## src/rtl/mod_counter_gen2.sv

```systemverilog
// Modulo counter: up/down, wrap or saturate, run-time limit register, load, registered tc.
// Optional WRAP_CNT_EN adds a saturating wrap-event counter on port wrap_cnt.
module mod_counter_gen2 #(
   parameter int WIDTH    = 8,
   parameter int MOD_MAX  = 10,
   parameter int IDLE_CLR = 1,
   parameter int WRAP_W   = 8
) (
   input  logic             clk,
   input  logic             rst,
   input  logic             cnt_en,
   input  logic             dir,
   input  logic             mode,
   input  logic             load,
   input  logic [WIDTH-1:0] load_val,
   input  logic             limit_wr,
   input  logic [WIDTH-1:0] limit_val,
   output logic [WIDTH-1:0] out,
   output logic [WIDTH-1:0] limit,
   output logic             tc
`ifdef WRAP_CNT_EN
   ,
   output logic [WRAP_W-1:0] wrap_cnt
`endif
);

   localparam logic [WIDTH-1:0] LP_LIMIT_RST = WIDTH'(MOD_MAX);

   logic [WIDTH-1:0] r_out;
   logic [WIDTH-1:0] r_limit;
   logic             r_tc;
   logic [WIDTH-1:0] w_out_nxt;
   logic             w_term;

   // Count and load decisions both use the limit as it stood before this edge.
   always_comb begin
      w_term    = cnt_en & ~load &
                  ((dir & (r_out >= r_limit)) | (~dir & (r_out == '0)));
      w_out_nxt = r_out;
      if (load) begin
         w_out_nxt = (load_val > r_limit) ? r_limit : load_val;
      end else if (cnt_en) begin
         if (dir) begin
            if (r_out < r_limit) w_out_nxt = r_out + WIDTH'(1);
            else                 w_out_nxt = mode ? r_limit : '0;
         end else begin
            if (r_out > r_limit)     w_out_nxt = r_limit;
            else if (r_out == '0)    w_out_nxt = mode ? '0 : r_limit;
            else                     w_out_nxt = r_out - WIDTH'(1);
         end
      end else if (IDLE_CLR != 0) begin
         w_out_nxt = '0;
      end
   end

   always_ff @(posedge clk) begin
      if (rst) begin
         r_out   <= '0;
         r_tc    <= 1'b0;
         r_limit <= LP_LIMIT_RST;
      end else begin
         r_out <= w_out_nxt;
         r_tc  <= w_term;
         if (limit_wr) r_limit <= limit_val;
      end
   end

   assign out   = r_out;
   assign limit = r_limit;
   assign tc    = r_tc;

`ifdef WRAP_CNT_EN
   logic [WRAP_W-1:0] r_wrap;

   always_ff @(posedge clk) begin
      if (rst || load)                          r_wrap <= '0;
      else if (w_term && !mode && r_wrap != '1) r_wrap <= r_wrap + WRAP_W'(1);
   end

   assign wrap_cnt = r_wrap;
`endif

endmodule

```

## config.mk

```make
export PLATFORM = sky130hd
export DESIGN_NAME = mod_counter_gen2
export DESIGN_NICKNAME = d
export VERILOG_FILES = /design/src/rtl/mod_counter_gen2.sv
export SDC_FILE = /design/constraint.sdc
export NUM_CORES = 1
export LEC_CHECK = 0
export ABC_AREA = 1
export CELL_PAD_IN_SITES_DETAIL_PLACEMENT = 1
export CELL_PAD_IN_SITES_GLOBAL_PLACEMENT = 1
export CORE_MARGIN = 1.5
export CORE_UTILIZATION = 25
export CTS_CLUSTER_SIZE = 40
export DETAILED_ROUTE_END_ITERATION = 6
export GPL_TIMING_DRIVEN = 1
export PLACE_DENSITY_LB_ADDON = 0.1
export SETUP_SLACK_MARGIN = 0.05
export SLEW_MARGIN = 40
export SYNTH_ARGS = -nofsm -noshare
export SYNTH_HDL_FRONTEND = slang
export SYNTH_SLANG_ARGS = --single-unit
```

## constraint.sdc

```tcl
create_clock -name clk -period 3.6 [get_ports clk]
set_clock_uncertainty 0.05 [all_clocks]
set_input_delay 0.9 -clock clk [delete_from_list [all_inputs] [get_ports clk]]
set_output_delay 0.9 -clock clk [all_outputs]
set_load 0.02 [all_outputs]
```

==> qor.csv <==
metric,value,unit
outcome,"complete, no violations",
RSZ-0062 raised after global routing,no,
Setup crit end kind,register,
largest family of logic cells by synthesized area,simple AND/OR/NAND/NOR gates,
post-synthesis compound-gate area fraction,17.0,%
synthesis-to-finish area growth,28.5,%
vias,1968,
hold wc startpoint,limit[7]$_SDFFE_PP0P_,
register area,340,sq um
average size of a mapped cell,6.13,sq um
Sw Ratio,45.0,%
final net count,376,
num ports,40,
cell area after layout,0.00234,sq mm
Antenna Cells,0,
initial DRC count,85,
core region area,0.00691,sq mm
DR WL/cell,15.0,um
synthesized-area fraction occupied by adder cells,13.0,%
DRC,0,
WHS,604,ps
Initial Util,26.4,%
critical path class,primary input to register,
row count,30,
CP startpoint kind,primary input,
gpl congestion,0.791,
r2r endpoint,out[5]$_SDFF_PP0_,
power per cell area,345,mW/mm^2
Worst Path Arrival,2640,ps
register share of total power,29.0,%
maximum net fanout on the critical path,9,
largest net degree at the start of global routing,18,
synth warn,0,
cell count of the worst hold path,2,
Slew headroom,71.8,%
simple-gate share of the synthesized area,37.4,%
final period utilization,71.3,%
register area share after synthesis,18.7,%
synthesized netlist cell count,297,
# resized after CTS,0,
FILL cells,902,
Final ANT Viol Nets,0,
Max clock buf depth,2,
Detailed Routing Iterations Pass 1,4,
TritonCTS Buffers,3,
setup TNS,0,ps
"Setup violations, final",0,
"FF+latch count, synth",17,
Max Slew Vio Count,0,
"Cell Area, Synth",0.00182,sq mm
first-pass GRT wire length,10400,um
internal power,0.444,mW
CTS sink count,17,
hpwl dp,5210,um
Pwr Total,0.807,mW
Die Height,88.4,um
Die Wd,88.4,um
GR Util All Layers,17.4,%
Sw Pwr,0.363,mW
async set or reset register ratio after synthesis,0,%
mux cell area share after synthesis,0,%
Max IR drop VDD,115,uV
hold-fix buffer count after cts,0,
CTS tree,done,
Worst Reg-to-Reg Cells,12,
combinational share of power,53.2,%
Synth Flop Type,dfxtp_1,
Synth Area in XOR/XNOR,2.88,%
worst path required time,3670,ps
layout cells sized above 1,6.91,%
antenna violations before repair,0,
Overflow after GRT,0,
clock root cell,clkbuf_8,
fmax,389,MHz
H-tree levels,1,
Post-Route WL,6430,um
Max Cap Viol,0,
vias in the first global route,1984,
Worst Hold End,limit[7]$_SDFFE_PP0P_,
via/cell ratio,4.59,
Worst Tran Pin Value,422,ps
syn_nets,339,
"Cell Area, Placed",0.00230,sq mm
worst hold path type,register to register,
Yosys cell types,28,
post-CTS setup buffers,0,
clock power share,17.8,%
leak pwr,1.08,nW
flop2flop setup slack,1370,ps
clock slew at reported path FFs,70,ps
final worst path period need,2570,ps
Port Buf Inserts,39,
area of the multi-input gates,0.00128,sq mm
Final Hold Fails,0,
clk_lat worst skew,250,ps
die area,0.00781,sq mm
number of flops mapped to enable cells by yosys,0,
worst r2r src,out[2]$_SDFF_PP0_,
-- how the worst max path moves through the flow --
stage / start / endpoint / depth (start not counted)
floorplan: load_val[5] / out[2]$_SDFF_PP0_ / 9
global placement: load_val[7] / out[7]$_SDFF_PP0_ / 9
detailed placement: load_val[5] / out[7]$_SDFF_PP0_ / 10
CTS: load_val[7] / out[7]$_SDFF_PP0_ / 9
global route: load_val[7] / out[2]$_SDFF_PP0_ / 9
finish: load_val[1] / out[7]$_SDFF_PP0_ / 10
-- layout make-up --
class                           count  area share (%)
Clock buffer                        4            1.92
Inverter                           43            7.00
Multi-Input combinational cell    230            54.7
Sequential cell                    17            14.5
Tap cell                           96            5.13
Timing Repair Buffer               39            16.7
-- registers in the layout, indices dropped and copies added (netlist names) --
register / cells
out: 8
limit: 8
tc: 1
-- routing by layer --
layer / track usage [%] / wire length, um / vias up
li1: - / - / 1044
met3: 0.466 / 90 / 4
met4: 3.84 / 52 / 0
met1: 24.0 / 3290 / 889
met2: 30.3 / 2990 / 31
met5: 0 / 0 / -
-- critical path: stages --
cell,delay [ps]
clkdlybuf4s50_1,440
ha_1,330
a21oi_1,140
o21ai_0,90
nand2_1,80
nand3_2,150
nand2_1,250
nand2_1,80
nand3_1,90
a21oi_1,90
-- through the flow --
stage	instances	utilization (%)	setup slack, ps
2_1_floorplan	297	-	1430
3_3_place_gp	425	33.2	759
3_5_place_dp	425	33.2	751
4_1_cts	429	33.9	1020
5_1_grt	429	33.9	871
6_report	429	33.9	1030
-- logic make-up (layout without fill, tap and decap cells) --
logic type,after synthesis,after routing
simple gates,146,146
compound gates,59,59
buf+inv,50,86
fa+ha+maj,19,19
flops,17,17
xor+xnor,6,6
-- cell usage in the layout, fill, tap and decap left out --
| cell | count |
|---|---|
| a21o_1 | 1 |
| a21oi_1 | 26 |
| a21oi_2 | 1 |
| clkbuf_1 | 1 |
| clkbuf_8 | 3 |
| clkdlybuf4s50_1 | 39 |
| dfxtp_1 | 17 |
| ha_1 | 19 |
| inv_1 | 38 |
| inv_2 | 4 |
| inv_4 | 1 |
| nand2_1 | 65 |
| nand2_2 | 2 |
| nand2_4 | 2 |
| nand3_1 | 43 |
| nand3_2 | 1 |
| nand4_1 | 1 |
| nand4_2 | 1 |
| nand4_4 | 1 |
| nor2_1 | 24 |
| nor2_2 | 3 |
| nor2_4 | 2 |
| o2111ai_1 | 1 |
| o21ai_0 | 23 |
| o21ai_1 | 6 |
| o21ai_2 | 1 |
| or2_2 | 1 |
| xor2_1 | 6 |
-- Yosys cell counts (2+ instances only) --
cell type  number  area, sq um
o21ai_1         6         30.0
nand2_2         2         12.5
nand2_1        65          244
inv_1          38          143
nand3_1        43          215
clkbuf_1        4         15.0
xor2_1          6         52.6
ha_1           19          238
dfxtp_1        17          340
inv_2           4         15.0
nor2_1         24         90.1
o21ai_0        23          115
nand2_4         2         22.5
a21oi_1        26          130
buf_2           2         10.0
nor2_4          2         22.5
nor2_2          3         18.8
-- power groups by stage --
stage	Clock (mW)	Sequential [mW]	Combinational, mW
floorplan	0	0.247	0.280
global placement	0	0.240	0.427
detailed placement	0	0.239	0.431
CTS	0.151	0.235	0.433
global route	0.157	0.238	0.485
finish	0.144	0.234	0.429
Note: power is estimated with default switching activity, not from simulation.
